==> src/rtl/sync_fifo_param_pkg.sv <==
// sync_fifo_pkg -- shared constants and helpers for the parameterised sync FIFO.
//   DEFAULT_WIDTH / DEFAULT_DEPTH : default word width and entry count.
//   ptr_inc                       : circular pointer increment, wraps depth-1 -> 0.
package sync_fifo_pkg;

  localparam int DEFAULT_WIDTH = 8;
  localparam int DEFAULT_DEPTH = 16;

  // Depth need not be a power of two, so the wrap is an explicit compare.
  function automatic logic [31:0] ptr_inc(input logic [31:0] ptr, input logic [31:0] depth);
    if (ptr == (depth - 32'd1)) begin
      return 32'd0;
    end else begin
      return ptr + 32'd1;
    end
  endfunction

endpackage

==> src/rtl/sync_fifo_param_if.sv <==
// sync_fifo_param_if -- handshake/status bundle of the sync FIFO.
//   master : producer/consumer side (drives wr, wdata, rd).
//   slave  : FIFO side (drives rdata, rvalid, status, count, error flags).
interface sync_fifo_param_if
  import sync_fifo_pkg::*;
#(
  parameter int WIDTH = DEFAULT_WIDTH,
  parameter int DEPTH = DEFAULT_DEPTH
);
  localparam int CW = $clog2(DEPTH + 1);

  logic             wr;
  logic [WIDTH-1:0] wdata;
  logic             rd;
  logic [WIDTH-1:0] rdata;
  logic             rvalid;
  logic             full;
  logic             empty;
  logic             almost_full;
  logic             almost_empty;
  logic [CW-1:0]    count;
  logic             overflow;
  logic             underflow;

  modport master (
    output wr, wdata, rd,
    input  rdata, rvalid, full, empty, almost_full, almost_empty, count, overflow, underflow
  );

  modport slave (
    input  wr, wdata, rd,
    output rdata, rvalid, full, empty, almost_full, almost_empty, count, overflow, underflow
  );
endinterface

==> src/rtl/sync_fifo_param_mem.sv <==
// fifo_mem_2p -- FIFO storage: one write port, one registered read port.
//   clk, rst      : clock and synchronous active-high reset (read register only).
//   we/waddr/wdata: write port.
//   re/raddr      : read request; rdata loads at the same edge, holds otherwise.
module fifo_mem_2p
  import sync_fifo_pkg::*;
#(
  parameter int WIDTH = DEFAULT_WIDTH,
  parameter int DEPTH = DEFAULT_DEPTH,
  localparam int AW   = $clog2(DEPTH)
) (
  input  logic             clk,
  input  logic             rst,
  input  logic             we,
  input  logic [AW-1:0]    waddr,
  input  logic [WIDTH-1:0] wdata,
  input  logic             re,
  input  logic [AW-1:0]    raddr,
  output logic [WIDTH-1:0] rdata
);
  logic [WIDTH-1:0] mem_r [DEPTH];
  logic [WIDTH-1:0] rdata_r;

  // Storage array write; contents are don't-care until written, so no reset.
  always_ff @(posedge clk) begin
    if (we) begin
      mem_r[waddr] <= wdata;
    end
  end

  // Registered read: a same-address write in this cycle is not seen (old data returned).
  always_ff @(posedge clk) begin
    if (rst) begin
      rdata_r <= {WIDTH{1'b0}};
    end else if (re) begin
      rdata_r <= mem_r[raddr];
    end else begin
      rdata_r <= rdata_r;
    end
  end

  assign rdata = rdata_r;
endmodule

==> src/rtl/sync_fifo_param.sv <==
// sync_fifo_param -- synchronous circular-buffer FIFO, any depth >= 2.
//   clk : rising-edge clock.   rst : synchronous active-high reset.
//   bus : sync_fifo_param_if.slave -- wr/wdata/rd in; rdata/rvalid (registered,
//         1-cycle latency), full/empty/almost_* (decoded from count), count,
//         sticky overflow/underflow out.
module sync_fifo_param
  import sync_fifo_pkg::*;
#(
  parameter int WIDTH    = DEFAULT_WIDTH,
  parameter int DEPTH    = DEFAULT_DEPTH,
  parameter int AF_LEVEL = DEPTH - 2,
  parameter int AE_LEVEL = 2
) (
  input logic              clk,
  input logic              rst,
  sync_fifo_param_if.slave bus
);
  localparam int AW = $clog2(DEPTH);
  localparam int CW = $clog2(DEPTH + 1);
  localparam logic [CW-1:0] DEPTH_C = CW'(DEPTH);
  localparam logic [CW-1:0] AF_C    = CW'(AF_LEVEL);
  localparam logic [CW-1:0] AE_C    = CW'(AE_LEVEL);

  logic [AW-1:0] wr_ptr_r;
  logic [AW-1:0] rd_ptr_r;
  logic [CW-1:0] count_r;
  logic [CW-1:0] count_nxt_s;
  logic          rvalid_r;
  logic          overflow_r;
  logic          underflow_r;
  logic          full_s;
  logic          empty_s;
  logic          rd_ok_s;
  logic          wr_ok_s;

  assign full_s  = (count_r == DEPTH_C);
  assign empty_s = (count_r == {CW{1'b0}});
  assign rd_ok_s = bus.rd && !empty_s;
  // A write into a full FIFO is fine when a read frees the slot at the same edge.
  assign wr_ok_s = bus.wr && (!full_s || rd_ok_s);

  // Occupancy update from the accepted accesses.
  always_comb begin
    count_nxt_s = count_r;
    case ({wr_ok_s, rd_ok_s})
      2'b10:   count_nxt_s = count_r + {{(CW-1){1'b0}}, 1'b1};
      2'b01:   count_nxt_s = count_r - {{(CW-1){1'b0}}, 1'b1};
      default: count_nxt_s = count_r;
    endcase
  end

  // Pointers, count, read-valid pulse and sticky error flags.
  always_ff @(posedge clk) begin
    if (rst) begin
      wr_ptr_r    <= {AW{1'b0}};
      rd_ptr_r    <= {AW{1'b0}};
      count_r     <= {CW{1'b0}};
      rvalid_r    <= 1'b0;
      overflow_r  <= 1'b0;
      underflow_r <= 1'b0;
    end else begin
      if (wr_ok_s) begin
        wr_ptr_r <= AW'(ptr_inc(32'(wr_ptr_r), 32'(DEPTH)));
      end
      if (rd_ok_s) begin
        rd_ptr_r <= AW'(ptr_inc(32'(rd_ptr_r), 32'(DEPTH)));
      end
      count_r     <= count_nxt_s;
      rvalid_r    <= rd_ok_s;
      overflow_r  <= overflow_r  || (bus.wr && full_s && !rd_ok_s);
      underflow_r <= underflow_r || (bus.rd && empty_s);
    end
  end

  fifo_mem_2p #(
    .WIDTH (WIDTH),
    .DEPTH (DEPTH)
  ) u_mem (
    .clk   (clk),
    .rst   (rst),
    .we    (wr_ok_s),
    .waddr (wr_ptr_r),
    .wdata (bus.wdata),
    .re    (rd_ok_s),
    .raddr (rd_ptr_r),
    .rdata (bus.rdata)
  );

  assign bus.rvalid       = rvalid_r;
  assign bus.count        = count_r;
  assign bus.full         = full_s;
  assign bus.empty        = empty_s;
  assign bus.almost_full  = (count_r >= AF_C);
  assign bus.almost_empty = (count_r <= AE_C);
  assign bus.overflow     = overflow_r;
  assign bus.underflow    = underflow_r;
endmodule

==> src/flat_wrapper.sv <==
// flat-port wrapper written by rule: the top's interface ports become plain ports
module sync_fifo_param_flat import sync_fifo_pkg::*;
#(
  parameter int WIDTH    = DEFAULT_WIDTH,
  parameter int DEPTH    = DEFAULT_DEPTH,
  parameter int AF_LEVEL = DEPTH - 2,
  parameter int AE_LEVEL = 2
)
  (clk, rst, bus_wr, bus_wdata, bus_rd, bus_rdata, bus_rvalid, bus_full, bus_empty, bus_almost_full, bus_almost_empty, bus_count, bus_overflow, bus_underflow);
  sync_fifo_param_if #(.WIDTH(WIDTH), .DEPTH(DEPTH)) bus_i ();
  input logic clk;
  input logic rst;
  input wire logic [$bits(bus_i.wr)-1:0] bus_wr;
  input wire logic [$bits(bus_i.wdata)-1:0] bus_wdata;
  input wire logic [$bits(bus_i.rd)-1:0] bus_rd;
  output wire logic [$bits(bus_i.rdata)-1:0] bus_rdata;
  output wire logic [$bits(bus_i.rvalid)-1:0] bus_rvalid;
  output wire logic [$bits(bus_i.full)-1:0] bus_full;
  output wire logic [$bits(bus_i.empty)-1:0] bus_empty;
  output wire logic [$bits(bus_i.almost_full)-1:0] bus_almost_full;
  output wire logic [$bits(bus_i.almost_empty)-1:0] bus_almost_empty;
  output wire logic [$bits(bus_i.count)-1:0] bus_count;
  output wire logic [$bits(bus_i.overflow)-1:0] bus_overflow;
  output wire logic [$bits(bus_i.underflow)-1:0] bus_underflow;
  assign bus_i.wr = bus_wr;
  assign bus_i.wdata = bus_wdata;
  assign bus_i.rd = bus_rd;
  assign bus_rdata = bus_i.rdata;
  assign bus_rvalid = bus_i.rvalid;
  assign bus_full = bus_i.full;
  assign bus_empty = bus_i.empty;
  assign bus_almost_full = bus_i.almost_full;
  assign bus_almost_empty = bus_i.almost_empty;
  assign bus_count = bus_i.count;
  assign bus_overflow = bus_i.overflow;
  assign bus_underflow = bus_i.underflow;
  sync_fifo_param #(.WIDTH(WIDTH), .DEPTH(DEPTH), .AF_LEVEL(AF_LEVEL), .AE_LEVEL(AE_LEVEL)) u_core (.clk(clk), .rst(rst), .bus(bus_i));
endmodule
==> config.mk <==
export PLATFORM = sky130hd
export DESIGN_NAME = sync_fifo_param_flat
export DESIGN_NICKNAME = d
export VERILOG_FILES = /design/src/rtl/sync_fifo_param_pkg.sv /design/src/rtl/sync_fifo_param_if.sv /design/src/rtl/sync_fifo_param_mem.sv /design/src/rtl/sync_fifo_param.sv /design/src/flat_wrapper.sv
export SDC_FILE = /design/constraint.sdc
export NUM_CORES = 1
export LEC_CHECK = 0
export CORE_MARGIN = 10
export CORE_UTILIZATION = 40
export DETAILED_ROUTE_END_ITERATION = 12
export PLACE_DENSITY = 0.56
export SLEW_MARGIN = 20
export SYNTH_ARGS = -nofsm -noshare
export SYNTH_HDL_FRONTEND = slang
export SYNTH_SLANG_ARGS = --single-unit
==> constraint.sdc <==
create_clock -name clk -period 2.7 [get_ports clk]
set_input_delay 0.81 -clock clk [delete_from_list [all_inputs] [get_ports clk]]
set_output_delay 0.81 -clock clk [all_outputs]
set_load 0.05 [all_outputs]
==> flow_summary.toml, run 1 <==
[clock_network]
cts-root-buf = "clkbuf_16"
post_cts_resized = 1
cts_tree = "yes"
cts-buffers-inserted = 17
insertion_delay_ps = 420
clock-sinks = 152
clock_path_buffers = 2
htreeDepth = 4
clk_pin_slew_ps = 60
post-cts-setup-buffer-count = 0
postCtsHoldBufs = 0

[setup_path]
startpoint_type = "register"
r2r_start = "u_core.bus.count[0]"
reg2reg_depth = 8
worstSetupPathType = "reg -> out"
critPathRequiredTime_ps = 1890
ff2ff_setup_slack_ps = 470
reg2reg_to = "u_core.bus.count[4]"
worstSetupStartpoint = "u_core.bus.count[2]"
critPathArrivalTime_ps = 1790
crit_path_max_fanout = 10
endpoint_kind = "primary output"

[placed_design]
dp_hpwl_um = 8240
place_inst = 574
gp_congestion = 0.758
io_buffers = 31

[routing]
viasPerCell = 5.41
dr_total_vias = 3264
drtIter0Drc = 227
ant_nets = 0
wl_um = 12900
drc = 0
wl_per_cell_um = 21.4
first_pass_iters = 4

[layout]
instances_no_fill = 603
num_antenna_cells = 0
drive_above_1_share = 0.258
utilization = 0.489
fillers = 1242
nNetsFinal = 423
area_growth_pct = 20.3

[synthesis]
yosys-top-cells-area = "edfxtp_1 63%, mux4_2 12%, dfxtp_1 7.8%"
synth_top_area_share = 0.626
yosys_warnings = 0
synth_fp_nets = 362
synth_cells = 344
synth_edf_count = 128
yosys.cell_types.count = 47
synth_flop_cell = "edfxtp_1"
synth_top_cell_by_area = "edfxtp_1"
ys_seq_area_frac = 0.705
synthArstFlopShare = 0
synthesis.area_um2 = 6140
synth.ff_latch_count = 152
syn_avg_cell_area_um2 = 17.8

[min_path]
hold_path_end = "u_core.bus.overflow"
hp-class = "reg -> reg"
min_path_cells = 2
holdCritStartpoint = "u_core.bus.overflow"

[floorplanning]
dieArea_um2 = 20700
start_util = 0.407
die_y_um = 144
row_count = 45
pin_count = 32
core_area_um2 = 15100
die_w_um = 144

[sta]
grt_setup_unrepaired = "no"
holdWs_ps = 468
max_freq_mhz = 385
setup_viol = 0
tightest_slew_ps = 960
period_needed_ps = 2600
drv_slew = 0
setup-tns-final_ps = 0
final.setup_skew_ps = 7.43
post-route-period-util = 0.963
max_slew_margin = 0.357
hold_violations = 0

[global_routing]
grt_max_degree = 37
grt_pass1_vias = 3334
grt_pass1_wl_um = 19700
antenna_found_initial = 0
grt_usage = 0.131
overflow = 0

[run]
max_cap_viol_count = 0

[power_and_ir_drop]
pwr_density_cell_nw_per_um2 = 899
power_uw = 6640
vdd_ir_drop_max_mv = 0.473
p_leak_uw = 0.00237

[run_status]
status = "finished, final reports clean"
==> synth_stat cells (4+ instances only) <==
cell      number
a21oi_1        8
buf_2          8
clkbuf_1      10
dfxtp_1       24
edfxtp_1     128
ha_1           6
inv_1          4
mux2i_1       20
mux4_2        32
nand2_1        8
nand3_1        4
nand3b_1       8
nor2_1        26
nor2b_1        5
nor3_1         6
o221ai_1       8
==> sequential cells by signal, indices dropped and copies added (netlist names) <==
| signal | cells |
|---|---|
| u_core.u_mem.mem_r | 128 |
| u_core.u_mem.rdata | 8 |
| u_core.bus.count | 5 |
| u_core.rd_ptr_r | 4 |
| u_core.wr_ptr_r | 4 |
| u_core.bus.overflow | 1 |
| u_core.bus.rvalid | 1 |
| u_core.bus.underflow | 1 |
==> metrics by stage <==
step / setup slack [ps] / area [um2]
2_1_floorplan: -137 / 6140
3_5_place_dp: -130 / 6860
5_1_grt: 36.2 / 7380
6_report: 101 / 7380
3_3_place_gp: -55.6 / 6860
4_1_cts: 7.36 / 7380
==> cell families after synthesis <==
family | synth area share
AOI/OAI and AO/OA | 0.0485
xor gates and xnor gates | 0.00286
adders and majority gates | 0.0122
buffers and inverters | 0.0194
DFF | 0.705
muxes | 0.156
and+or+nand+nor | 0.0567
==> how the worst max path moves through the flow <==
stage	to	slack [ps]	depth (start not counted)
CTS	bus_empty	7	4
global route	bus_empty	40	4
detailed placement	u_core.bus.count[4]	-130	9
finish	bus_count[2]	100	2
global placement	u_core.bus.count[2]	-60	8
floorplan	bus_full	-140	4
==> layout make-up <==
type,instances,area [um2],area share
clock buffer,21,440,0.0597
clock inverter,8,76.3,0.0103
inverter,4,15.0,0.00203
multi-input combinational,166,1710,0.231
sequential,152,4330,0.586
tap,188,235,0.0319
timing repair buffer,64,586,0.0793
==> where the power goes <==
| part | leakage (uW) | switching [uW] | internal (uW) | total (uW) |
|---|---|---|---|---|
| Clock | 0.000247 | 885 | 1250 | 2130 |
| Sequential | 0.00135 | 62.3 | 2660 | 2720 |
| Combinational | 0.000769 | 1070 | 715 | 1780 |
| Total | 0.00237 | 2010 | 4620 | 6640 |
==> placed cells by master, fill, tap and decap left out, drive strengths merged, types with 4 or more instances in the layout <==
cell,n
o221ai,8
mux2i,20
mux4,32
clkbuf,21
nand3b,8
nor2b,5
nand2,8
clkdlybuf4s50,27
o21ai,4
dfxtp,24
nand3,4
edfxtp,128
inv,6
nor2,26
buf,37
ha,6
nor3,6
a21oi,8
==> layer usage <==
| layer | GRT usage | routed length (um) | vias up |
|---|---|---|---|
| met4 | 0.0467 | 175 | 0 |
| met2 | 0.207 | 6150 | 74 |
| met1 | 0.169 | 5920 | 1676 |
| met3 | 0.0360 | 634 | 11 |
| met5 | 0 | 0 | - |
| li1 | - | - | 1503 |
==> worst max-delay path: stages, from the launching register on <==
cell	delay, ps
dfxtp_1	360
buf_4	190
clkdlybuf4s50_1	820
Power figures use the tool's default switching activity.
==> run 2: changes to the inputs <==
==> constraint.sdc (replaced) <==
create_clock -name clk -period 2.7 [get_ports clk]
set_input_delay 0.54 -clock clk [delete_from_list [all_inputs] [get_ports clk]]
set_output_delay 0.54 -clock clk [all_outputs]
set_load 0.05 [all_outputs]
==> run 2 against run 1 <==
Via count decreased by 1.4%. Design area increased by 0.41%. Utilization increased by 0.20 points. Critical endpoint is now bus_almost_full. Largest cell class unchanged. Largest power group unchanged. Highest routed layer unchanged.
==> flow_summary.toml, run 2 (same netlist as run 1, synthesis figures left out) <==
[layout]
stdcell_area_um2 = 7410
nNetsFinal = 416
num_antenna_cells = 0
final_common_cell = "edfxtp_1"
largest_register_ffs = 128
top_register = "u_core.u_mem.mem_r"
mostFrequentLayoutCells = "128 x edfxtp_1, 32 x mux4_2, 28 x clkdlybuf4s50_1"
area_growth_pct = 20.8
fillers = 1260
drive_above_1_share = 0.255
utilization = 0.491

[setup_path]
startpoint_type = "register"
reg2reg_depth = 8
crit_path_max_fanout = 9
critPathRequiredTime_ps = 2160
worstSetupPathType = "reg -> out"
r2r_start = "u_core.bus.count[3]"
endpoint_kind = "primary output"
ff2ff_setup_slack_ps = 290
reg2reg_to = "u_core.bus.count[4]"
critPathArrivalTime_ps = 1930

[clock_network]
clk_pin_slew_ps = 60
cts_tree = "yes"
htreeDepth = 4
clock-sinks = 152
clock_path_buffers = 2
insertion_delay_ps = 420
postCtsHoldBufs = 0
cts-buffers-inserted = 17
cts-root-buf = "clkbuf_16"

[power_and_ir_drop]
p_leak_uw = 0.00237
vdd_ir_drop_max_mv = 0.594
pwr_density_cell_nw_per_um2 = 917

[routing]
drc = 0
drtIter0Drc = 237
ant_nets = 0
first_pass_iters = 4
dr_total_vias = 3219
wl_um = 12400
viasPerCell = 5.37
wl_per_cell_um = 20.7

[floorplanning]
dieArea_um2 = 20700
row_count = 45
core_area_um2 = 15100
die_w_um = 144
die_y_um = 144
start_util = 0.407
pin_count = 32

[global_routing]
overflow = 0
antenna_found_initial = 0
grt_pass1_wl_um = 19700
grt_max_degree = 37
grt_pass1_vias = 3362
grt_usage = 0.131

[sta]
tightest_slew_ps = 814
period_needed_ps = 2470
max_freq_mhz = 404
setup_viol = 0
post-route-period-util = 0.917
max_slew_margin = 0.455
final.setup_skew_ps = 5.69
hold_violations = 0
setup-tns-final_ps = 0
drv_slew = 0
grt_setup_unrepaired = "no"

[placed_design]
dp_hpwl_um = 7860
gp_congestion = 0.762
io_buffers = 31
postPlaceCellArea_um2 = 6810

[min_path]
hp-class = "reg -> reg"
hold_path_end = "u_core.bus.underflow"
min_path_cells = 2
holdCritStartpoint = "u_core.bus.underflow"

[run_status]
status = "finished, final reports clean"

[run]
max_cap_viol_count = 0
-- run 2: layer usage --
| layer | part of all wire | GRT usage | wire length (um) |
|---|---|---|---|
| met1 | 0.42 | 0.167 | 5170 |
| met2 | 0.50 | 0.205 | 6140 |
| met3 | 0.074 | 0.0389 | 921 |
| met4 | 0.013 | 0.0516 | 161 |
| met5 | 0 | 0 | 0 |
-- run 2: worst max path at each step --
stage / from / end / slack [ps] / cells past startpoint
2_1_floorplan: u_core.bus.count[2] / u_core.bus.count[4] / 3 / 10
3_3_place_gp: bus_wr / u_core.bus.count[4] / 120 / 9
3_5_place_dp: bus_wr / u_core.bus.count[4] / -40 / 9
4_1_cts: u_core.bus.count[3] / bus_almost_full / 200 / 3
5_1_grt: u_core.bus.count[3] / u_core.bus.count[4] / 60 / 8
6_report: u_core.bus.count[3] / bus_almost_full / 230 / 3
-- run 2: final cells by class --
type,instances,area [um2],area share
flip-flops and latches,152,4330,0.583
multi-input cells,166,1710,0.230
repair buffers,57,537,0.0724
clock buffers,19,453,0.0611
well taps,188,235,0.0317
clock inverters,13,143,0.0192
inverters,4,15.0,0.00203
-- run 2: power breakdown --
| group | leakage (uW) | total (uW) | switching [uW] | internal (uW) |
|---|---|---|---|---|
| Clock | 0.000284 | 2340 | 922 | 1420 |
| Combinational | 0.000732 | 1730 | 1040 | 687 |
| Sequential | 0.00135 | 2730 | 70.7 | 2660 |
-- run 2: timing repair --
action	4_1_cts	5_1_grt
gates resized for setup	1	1
endpoints found under the setup margin	1	1
buffers inserted	0	0
-- run 2: per-stage QoR --
step           total power (uW)  cells  setup WS (ps)  hold WS (ps)
3_5_place_dp               4530    567          -41.7           463
4_1_cts                    6880    599            197           481
2_1_floorplan              3940    344           3.40           469
6_report                   6800    599            225           471
5_1_grt                    7120    599           57.5           513
3_3_place_gp               4520    567            119           456
-- run 2: worst max-delay path, stage by stage (launching register included) --
cell             delay, ps
dfxtp_1                520
nand3_1                120
nand2_1                 70
clkdlybuf4s50_1        800
